[src/rtl/uart_result_collector_pkg.sv]
// Shared types and constants for the UART result collector.
// Frame geometry defaults and the collector state encoding.
package uart_result_collector_pkg;

    typedef enum logic [1:0] {
        IDLE    = 2'd0,
        COLLECT = 2'd1,
        HOLD    = 2'd2,
        DONE    = 2'd3
    } coll_state_t;

    localparam int WORD_BYTES             = 4;
    localparam int DEFAULT_N              = 12;
    localparam int DEFAULT_TIMEOUT_CYCLES = 8192;

endpackage

[src/rtl/uart_result_collector_gap_timer.sv]
// Inter-byte gap timer: counts enabled cycles, terminal pulse at TIMEOUT_CYCLES-1.
// Latency: tc is combinational from the count; clear (a new byte) always beats tc.
module uart_result_collector_gap_timer #(
    parameter int  TIMEOUT_CYCLES = 8192,
    localparam int CW             = $clog2(TIMEOUT_CYCLES)
) (
    input  logic clk,
    input  logic reset_n,
    input  logic clear,
    input  logic enable,
    output logic tc
);

    localparam logic [CW-1:0] TERM = CW'(TIMEOUT_CYCLES - 1);

    logic [CW-1:0] cnt_q;
    logic [CW-1:0] cnt_d;

    always_comb begin
        tc    = enable && !clear && (cnt_q == TERM);
        cnt_d = cnt_q + CW'(1);
        if (clear || !enable || tc) begin
            cnt_d = '0;
        end
    end

    always_ff @(posedge clk) begin
        if (!reset_n) begin
            cnt_q <= '0;
        end else begin
            cnt_q <= cnt_d;
        end
    end

endmodule

[src/rtl/uart_result_collector.sv]
// Rebuilds little-endian 32-bit result words from UART bytes, one N*N-word frame per start.
// Word valid 1 clk after its last byte; output holds until accepted, a word completing against a stalled one is dropped.
module uart_result_collector
    import uart_result_collector_pkg::*;
#(
    parameter int  N              = DEFAULT_N,
    parameter int  TIMEOUT_CYCLES = DEFAULT_TIMEOUT_CYCLES,
    localparam int IDX_W          = $clog2(N * N)
) (
    input  logic             clk,
    input  logic             reset_n,
    input  logic             start,
    input  logic             rx_done_tick,
    input  logic [7:0]       rx_data,
    output logic             word_valid,
    input  logic             word_ready,
    output logic [31:0]      word_data,
    output logic [IDX_W-1:0] word_index,
    output logic             busy,
    output logic             frame_done,
    output logic             err_timeout,
    output logic             err_overflow,
    input  logic             clear_err
);

    localparam int WORDS = N * N;
    localparam int CNT_W = $clog2(WORDS + 1);
    localparam int BC_W  = $clog2(WORD_BYTES);
    localparam int SH_W  = 8 * WORD_BYTES;

    localparam logic [BC_W-1:0]  LAST_BYTE = BC_W'(WORD_BYTES - 1);
    localparam logic [CNT_W-1:0] LAST_WORD = CNT_W'(WORDS - 1);
    localparam logic [CNT_W-1:0] ALL_WORDS = CNT_W'(WORDS);

    coll_state_t      state_q, state_d;
    logic [BC_W-1:0]  byte_cnt_q, byte_cnt_d;
    logic [CNT_W-1:0] word_cnt_q, word_cnt_d;
    logic [SH_W-1:0]  shreg_q, shreg_d;
    logic             word_valid_q, word_valid_d;
    logic [31:0]      word_data_q, word_data_d;
    logic [IDX_W-1:0] word_index_q, word_index_d;
    logic             busy_q, busy_d;
    logic             frame_done_q, frame_done_d;
    logic             err_timeout_q, err_timeout_d;
    logic             err_overflow_q, err_overflow_d;

    logic             gap_tc;
    logic             gap_en;
    logic             accept;
    logic             to_set;
    logic             ov_set;
    logic [SH_W-1:0]  assembled;

    // The timer only runs while a partial word is sitting in the packer.
    assign gap_en = (state_q == COLLECT) && (byte_cnt_q != '0);

    uart_result_collector_gap_timer #(
        .TIMEOUT_CYCLES (TIMEOUT_CYCLES)
    ) u_gap_timer (
        .clk     (clk),
        .reset_n (reset_n),
        .clear   (rx_done_tick),
        .enable  (gap_en),
        .tc      (gap_tc)
    );

    always_comb begin
        state_d      = state_q;
        byte_cnt_d   = byte_cnt_q;
        word_cnt_d   = word_cnt_q;
        shreg_d      = shreg_q;
        word_valid_d = word_valid_q;
        word_data_d  = word_data_q;
        word_index_d = word_index_q;
        to_set       = 1'b0;
        ov_set       = 1'b0;
        accept       = word_valid_q && word_ready;

        assembled                      = shreg_q;
        assembled[8*byte_cnt_q +: 8]   = rx_data;

        if (accept) begin
            word_valid_d = 1'b0;
        end

        unique case (state_q)
            IDLE: begin
                if (start) begin
                    state_d = COLLECT;
                end
            end
            COLLECT: begin
                if (rx_done_tick) begin
                    shreg_d = assembled;
                    if (byte_cnt_q == LAST_BYTE) begin
                        byte_cnt_d = '0;
                        word_cnt_d = word_cnt_q + CNT_W'(1);
                        // An accept in this same cycle frees the slot, so the new word replaces it.
                        if (word_valid_q && !word_ready) begin
                            ov_set = 1'b1;
                        end else begin
                            word_valid_d = 1'b1;
                            word_data_d  = assembled;
                            word_index_d = word_cnt_q[IDX_W-1:0];
                        end
                        if (word_cnt_q == LAST_WORD) begin
                            state_d = HOLD;
                        end
                    end else begin
                        byte_cnt_d = byte_cnt_q + BC_W'(1);
                    end
                end else if (gap_tc) begin
                    byte_cnt_d = '0;
                    to_set     = 1'b1;
                end
            end
            HOLD: begin
                if (accept && (word_cnt_q == ALL_WORDS)) begin
                    state_d = DONE;
                end
            end
            DONE: begin
                state_d    = IDLE;
                word_cnt_d = '0;
            end
        endcase

        err_timeout_d  = (err_timeout_q && !clear_err) || to_set;
        err_overflow_d = (err_overflow_q && !clear_err) || ov_set;
        busy_d         = (state_d == COLLECT) || (state_d == HOLD);
        frame_done_d   = (state_d == DONE);
    end

    always_ff @(posedge clk) begin
        if (!reset_n) begin
            state_q        <= IDLE;
            byte_cnt_q     <= '0;
            word_cnt_q     <= '0;
            shreg_q        <= '0;
            word_valid_q   <= 1'b0;
            word_data_q    <= '0;
            word_index_q   <= '0;
            busy_q         <= 1'b0;
            frame_done_q   <= 1'b0;
            err_timeout_q  <= 1'b0;
            err_overflow_q <= 1'b0;
        end else begin
            state_q        <= state_d;
            byte_cnt_q     <= byte_cnt_d;
            word_cnt_q     <= word_cnt_d;
            shreg_q        <= shreg_d;
            word_valid_q   <= word_valid_d;
            word_data_q    <= word_data_d;
            word_index_q   <= word_index_d;
            busy_q         <= busy_d;
            frame_done_q   <= frame_done_d;
            err_timeout_q  <= err_timeout_d;
            err_overflow_q <= err_overflow_d;
        end
    end

    assign word_valid   = word_valid_q;
    assign word_data    = word_data_q;
    assign word_index   = word_index_q;
    assign busy         = busy_q;
    assign frame_done   = frame_done_q;
    assign err_timeout  = err_timeout_q;
    assign err_overflow = err_overflow_q;

endmodule

[config.mk]
export PLATFORM = sky130hd
export DESIGN_NAME = uart_result_collector
export DESIGN_NICKNAME = d
export VERILOG_FILES = /design/src/rtl/uart_result_collector_pkg.sv /design/src/rtl/uart_result_collector_gap_timer.sv /design/src/rtl/uart_result_collector.sv
export SDC_FILE = /design/constraint.sdc
export NUM_CORES = 1
export LEC_CHECK = 0
export ABC_AREA = 1
export CORE_UTILIZATION = 59
export DETAILED_ROUTE_END_ITERATION = 10
export PLACE_DENSITY = 0.85
export SLEW_MARGIN = 5
export SYNTH_ARGS = -nofsm -noshare
export SYNTH_HDL_FRONTEND = slang
export SYNTH_SLANG_ARGS = --single-unit
[constraint.sdc]
create_clock -name clk -period 4.6 [get_ports clk]
set_clock_uncertainty 0.1 [all_clocks]
set_input_delay 0.92 -clock clk [delete_from_list [all_inputs] [get_ports clk]]
set_output_delay 0.92 -clock clk [all_outputs]
set_load 0.01 [all_outputs]
# Word level (Yosys, flattened, before mapping)

Index checks and enable logic that the tools add are counted.

Register bits after elaboration: 102
Bits of input ports: 14
Output and inout bits: 45

Add/sub/neg operators: 4
Eq/ne operators: 12
Shift-type cells: 2
Muxes and demuxes: 25
Bitwise logic cells: 2
Reductions and logical operators: 26

Operator list:

| cell                      | count |
|---|---|
| $neg A5 Y34               | 1 |
| $shift A8 B34 Y32 const A | 1 |
| $shiftx A8 B34 Y32        | 1 |
| $bwmux W32                | 1 |
| $eq A8 B8 Y1 const B      | 2 |
| $mux W2                   | 8 |
| $mux W8                   | 2 |
| $pmux W8 S2               | 1 |
| $add A13 B1 Y13 const B   | 1 |
| $eq A13 B13 Y1 const B    | 1 |
| $mux W1                   | 12 |
| $eq A2 B2 Y1 const B      | 5 |
| $add A8 B1 Y8 const B     | 1 |
| $logic_and A1 B1 Y1       | 8 |
| $pmux W2 S4               | 1 |
| $reduce_bool A2 Y1        | 3 |
| $logic_or A1 B1 Y1        | 5 |
| $eq A2 B1 Y1 const B      | 2 |
| $logic_not A1 Y1          | 4 |
| $reduce_and A2 Y1         | 2 |
| $reduce_and A4 Y1         | 1 |
| $reduce_and A3 Y1         | 1 |
| $add A2 B1 Y2 const B     | 1 |
| $logic_not A2 Y1          | 1 |
| other kinds (4)           | 5 |

# Longest topological paths before layout

Gate-level depths: netlist of the first run.

Depth after elaboration: 8
Mapped depth: 12
Mapped depth without buffers: 11

# Cells and area by module

From an unflattened synthesis of the first run, not the netlist that was laid out.

Cells, all modules: 641
Area, all modules: 4,665.7 um^2

Modules (own cells, without submodules):

| module                          | instances | cells an instance | area each (um^2) | sequential area each (um^2) |
|---|---|---|---|---|
| uart_result_collector           | 1         | 546               | 3,966.3          | 1,781.7 |
| uart_result_collector_gap_timer | 1         | 95                | 699.4            | 260.2 |

# Least setup slack after synthesis of the first run

No wires, ideal clock.

Path type: input to register
From: in reset_n
To: reg shreg_q[10]
Setup time: 0.115 ns
Data arrival time: 1.688 ns
Slack: 2.697 ns
Cell stages on the path: 6
Path buffers: 2
Cells stage by stage: inv_1 -> clkbuf_1 -> buf_1 -> a21oi_1 -> o21ai_0 -> inv_1

RTL lines:

| what                   | line                         | text |
|---|---|---|
| start: declaration     | uart_result_collector.sv:11  | `input logic reset_n,` |
| end signal: assignment | uart_result_collector.sv:151 | `shreg_q <= shreg_d;` |
| end: declaration       | uart_result_collector.sv:38  | `logic [SH_W-1:0] shreg_q, shreg_d;` |

# Worst setup path after layout of the first run

From: in rx_done_tick
To: reg word_index_q[4] (netlist: word_index[4])

Cells in the longest elaborated chain, start to end: 1

RTL lines:

| what                               | line                         | text |
|---|---|---|
| start: declaration                 | uart_result_collector.sv:13  | `input logic rx_done_tick,` |
| $reduce_and A4 Y1 (no source line) | --                           |  |
| end signal: assignment             | uart_result_collector.sv:154 | `word_index_q <= word_index_d;` |
| end: declaration                   | uart_result_collector.sv:41  | `logic [IDX_W-1:0] word_index_q, word_index_d;` |

Every way passes these cells.
A chain may end at the register's enable or synchronous reset.

==> flow_metrics.tcl, run 1 <==
set metrics [dict create \
    fmax_mhz 361 \
    post-route-util_pct 73.8 \
    syn_area_sq_um 4350 \
    avgViaCountPerCell 5.33 \
    grt_max_degree 65 \
    hold_violations 0 \
    routed_wl_um 9420 \
    clk_pin_slew_ns 0.10 \
    post_cts_buffers 0 \
    clk_latency_ns 0.37 \
    required_ns 4.79 \
    netlist_top_cells_area "dfxtp_1, inv_1, nor2_1, o21ai_0, a21oi_1" \
    ys_ff_latch 102 \
    critPathTopFamily "buffers and inverters" \
    crit_path_max_incr_delay_ns 0.63 \
    yosysSeqAreaShare_pct 46.9 \
    root_buffer "clkbuf_8" \
    cts_inserted_buffers 9 \
    maxSlewViolCount 0 \
    whs_ns 0.356 \
    ioPinCount 59 \
    fin_setup_tns_ns 0 \
    worst_setup_path_start_kind "primary input" \
    nets 653 \
    drv_cap 0 \
    power_density_nw_per_um2 315 \
    worstPathCellList "clkdlybuf4s50_1 > nand3_2 > nor2_4 > nand2_4 > inv_2 > o21ai_0 > a21oi_1" \
    postSynthAreaPerCell_sq_um 7.41 \
    hold_class "reg2reg" \
    path_class "in2reg" \
    gp_congestion 0.867 \
    setup_viol 0 \
    holdBufCountCts 0 \
    antenna_found_initial 0 \
    drtIter0Drc 184 \
    antenna_cells 0 \
    drtPass1Iterations 5 \
    route.detailed.drc 0 \
    grt.overflow.total 0 \
    peakVddDrop_uv 219 \
    cts_tree "done" \
    power.leakage_nw 2.17 \
    slew_headroom_pct 40.9 \
    num_rows 30 \
    yosysWarnings 0 \
    crit_arrival_ns 2.96 \
    grt_pass1_wl_um 15700 \
    fill_cells 583 \
    cts.htree.levels 3 \
    start_util_pct 62.7 \
    first_global_vias 3590 \
    synth.top_cell.area_share_pct 46.9 \
    synth_fp_nets 611 \
    cts_resized 0 \
    core-area_sq_um 6940 \
    worstPathMaxFanout 47 \
    gr-usage-all-layers_pct 26.0 \
    worstSetupEndpointType "flip-flop" \
    syn_to_final_growth_pct 17.7 \
    final_cell_mix "dfxtp_1, inv_1, nor2_1" \
    cp_slowest_cell "inv_2" \
    portBuffers 58 \
    synth.distinct_cells 27 \
    die-area_sq_um 7730 \
    ctsLongestPathBuffers 2 \
    dpl.hpwl_um 6200 \
    die_w_um 87.9 \
    worst_slew_pin_slew_ns 0.885 \
    fin_crit_sh_pct 60.2 \
    status "finished clean" \
    wire_per_inst_um 12.9 \
    yosysTopAreaCell "dfxtp_1" \
    netlist_instances 588 \
    cts.sinks 102 \
    cp_num_buf_inv 2 \
    final_common_cell "dfxtp_1" \
    final_layout_size_suffix_gt1_share_pct 4.25 \
    grt_setup_unrepaired "false" \
    finalWorstPathRequiredPeriod_ns 2.77 \
    final_antenna_net_count 0 \
    chipHeight_um 87.9 \
    vias 3899 \
]
-- final cells by class --
| type | instances | area (sq um) | share of cell area, % |
|---|---|---|---|
| clock inverters | 7 | 85.1 | 1.66 |
| flip-flops and latches | 102 | 2040 | 39.9 |
| repair buffers | 60 | 596 | 11.6 |
| clock buffers | 9 | 124 | 2.42 |
| well taps | 96 | 120 | 2.34 |
| multi-input cells | 354 | 1770 | 34.6 |
| inverters | 103 | 387 | 7.55 |
-- logic make-up after synthesis --
kind of cell	share of synthesized area [%]
and+or+nand+nor	17.2
DFF	46.9
AOI/OAI and AO/OA	19.1
adders and majority gates	2.59
xor gates and xnor gates	1.81
buffers and inverters	12.4
-- worst reg2reg max path: stages, from the launching register on --
cell     delay [ns]
dfxtp_1        0.57
ha_1           0.49
nand3_2        0.16
nor2_4         0.17
nand2_4        0.25
inv_2          0.63
o21ai_0        0.18
a21oi_1        0.14
-- flip-flops by register name, indices dropped and copies added, names as in the netlist --
register / flops
word_index: 8
busy: 1
u_gap_timer.cnt_q: 13
err_timeout: 1
shreg_q: 32
byte_cnt_q: 2
word_valid: 1
frame_done: 1
word_cnt_q: 8
word_data: 32
state_q: 2
err_overflow: 1
-- Yosys cell counts --
library cell and count:
ha_1 9, or2_2 1, clkbuf_1 11, nand2_4 1, dfxtp_1 102, inv_1 100
buf_2 9, clkbuf_2 1, a21oi_1 52, nand3_1 14, buf_6 4, buf_1 3
nor2_2 2, nor2_4 1, o21ai_0 54, o21ai_1 21, nor3b_1 4, o22ai_1 31
xnor2_1 2, buf_4 1, inv_2 3, nand2_1 45, nor3_1 6, nor2_1 98
xor2_1 7, nand3_2 1, nand4_1 5
-- where the power goes --
group	internal (mW)	switching [mW]	total (mW)
sequential	0.902	0.00772	0.909
clock	0.264	0.322	0.586
combinational	0.0438	0.0767	0.121
-- stage by stage --
stage | cells | power (mW) | setup WS (ns) | area, sq um
6_report | 731 | 1.62 | 1.83 | 5120
5_1_grt | 731 | 1.68 | 1.54 | 5120
4_1_cts | 731 | 1.63 | 1.84 | 5120
3_5_place_dp | 715 | 1.05 | 1.47 | 4910
3_3_place_gp | 715 | 1.04 | 1.58 | 4910
2_1_floorplan | 588 | 1.01 | 2.70 | 4350
-- per-layer routing --
layer / vias up / global-route usage [%] / wire length (um)
met5: - / 0 / 0
met4: 0 / 10.1 / 191
met3: 21 / 6.22 / 577
met2: 116 / 44.8 / 4480
met1: 1799 / 31.4 / 4170
li1: 1963 / - / -
-- final timing paths --
path	from	to	slack, ns	depth (start not counted)
worst min-delay path	u_gap_timer.cnt_q[0]	u_gap_timer.cnt_q[0]	0.36	1
worst max-delay path	rx_done_tick	word_index[4]	1.83	7
worst min register to register	u_gap_timer.cnt_q[0]	u_gap_timer.cnt_q[0]	0.36	1
worst max register to register	byte_cnt_q[0]	word_index[4]	1.84	7
(Power assumes the default switching activity.)
==> run 2, diff against run 1 <==
Settings changed: CORE_UTILIZATION 59 to 54, PLACE_DENSITY 0.85 to 0.79.
Clock period 4.6 ns to 2.9 ns, I/O delays scaled along.
==> flow_metrics.tcl, run 2 (synthesis gave the netlist of run 1 again) <==
set metrics [dict create \
    status "finished clean" \
    worstPathMaxFanout 34 \
    clockPowerShare_pct 37.3 \
    start_util_pct 56.1 \
    finalWorstPathRequiredPeriod_ns 2.24 \
    hold_violations 0 \
    syn_to_final_growth_pct 18.7 \
    worstPathCellList "ha_1 > nand3_2 > nor2_4 > nand2_4 > inv_2 > buf_4 > o21ai_0 > a21oi_1" \
    final_layout_size_suffix_gt1_share_pct 4.54 \
    fin_setup_tns_ns 0 \
    grt_pass1_wl_um 15800 \
    power.leakage_nw 2.20 \
    holdBufCountCts 0 \
    swShare_pct 22.9 \
    vias 3887 \
    route.detailed.drc 0 \
    cp_slowest_cell "dfxtp_1" \
    drtIter0Drc 223 \
    slew_headroom_pct 41.1 \
    finalPower_mw 2.60 \
    crit_arrival_ns 2.44 \
    final_common_cell "dfxtp_1" \
    post-route-util_pct 66.5 \
    cts.sinks 102 \
    path_class "reg2reg" \
    worst_slew_pin_slew_ns 0.881 \
    avgViaCountPerCell 5.25 \
    multiInputGateArea_sq_um 1770 \
    setup_viol 0 \
    final_antenna_net_count 0 \
    gr-usage-all-layers_pct 23.2 \
    gp_congestion 0.867 \
    crit_path_max_incr_delay_ns 0.60 \
    portBuffers 58 \
    clk_pin_slew_ns 0.09 \
    regArea_sq_um 2040 \
    grt_setup_unrepaired "false" \
    drv_cap 0 \
    root_buffer "clkbuf_8" \
    fmax_mhz 445 \
    antenna_found_initial 0 \
    post_cts_buffers 0 \
    first_global_vias 3549 \
    num_rows 32 \
    fill_cells 661 \
    wire_per_inst_um 12.8 \
    worst_setup_path_start_kind "flip-flop" \
    nets 657 \
    ioPinCount 59 \
    whs_ns 0.357 \
    die_w_um 91.8 \
    peakVddDrop_uv 249 \
    hold_class "reg2reg" \
    ctsLongestPathBuffers 2 \
    maxSlewViolCount 0 \
    cts_resized 0 \
    power_density_nw_per_um2 504 \
    drtPass1Iterations 5 \
    required_ns 3.10 \
    antenna_cells 0 \
    cp_num_buf_inv 2 \
    dpl.hpwl_um 6610 \
    critPathTopFamily "flip-flops" \
    grt_max_degree 65 \
    cts_tree "done" \
    worstSetupEndpointType "flip-flop" \
    grt.overflow.total 0 \
    pwr-share-seq_pct 55.4 \
    die-area_sq_um 8430 \
    cts_inserted_buffers 9 \
    internal_power_mw 2.01 \
    final_cell_mix "dfxtp_1, inv_1, nor2_1" \
    chipHeight_um 91.8 \
    cts.htree.levels 3 \
    clk_latency_ns 0.36 \
    routed_wl_um 9460 \
    core-area_sq_um 7770 \
    p_switching_mw 0.595 \
    fin_crit_sh_pct 77.4 \
    combPwrFrac_pct 7.3 \
]
==> run 2: cell types whose count changed in the layout (fill, tap and decap cells not counted) <==
cell	before	now
buf_4	2	6
inv_6	4	0
clkbuf_1	0	2
clkinv_2	0	2
bufinv_16	1	2
clkbuf_8	9	10
clkinv_4	1	0
inv_8	1	0
==> run 2: power groups by stage <==
stage                     Clock (mW)  Sequential (mW)  Combinational (mW)
after global placement             0             1.47               0.178
after CTS                      0.980             1.44               0.188
after floorplan                    0             1.47               0.134
after global routing            1.04             1.44               0.214
final                          0.971             1.44               0.190
after detailed placement           0             1.48               0.187
==> run 2: layer usage <==
layer / part of all wire [%] / GRT usage, %
met1: 46 / 29.6
met2: 48 / 39.2
met3: 3.7 / 3.07
met4: 2.2 / 10.5
met5: 0 / 0
==> run 2: final timing paths <==
kind | from | to | slack, ns | cells after the start
worst max-delay path | byte_cnt_q[0] | word_index[3] | 0.66 | 8
worst min-delay path | u_gap_timer.cnt_q[0] | u_gap_timer.cnt_q[0] | 0.36 | 1
worst max register to register | byte_cnt_q[0] | word_index[3] | 0.66 | 8
worst min register to register | u_gap_timer.cnt_q[0] | u_gap_timer.cnt_q[0] | 0.36 | 1
==> run 2: metrics by stage <==
stage | std cells | instance area [sq um] | setup slack (ns)
floorplan | 588 | 4350 | 1.20
global placement | 725 | 4950 | 0.522
detailed placement | 725 | 4950 | 0.447
CTS | 741 | 5170 | 0.682
global route | 741 | 5170 | 0.434
finish | 741 | 5170 | 0.655
==> run 2: final cells by class <==
cell class | count | share of cell area, %
inverter | 103 | 7.48
multi-input combinational | 354 | 34.3
tap | 102 | 2.47
clock inverter | 4 | 1.36
sequential | 102 | 39.5
timing repair buffer | 64 | 12.1
clock buffer | 12 | 2.81
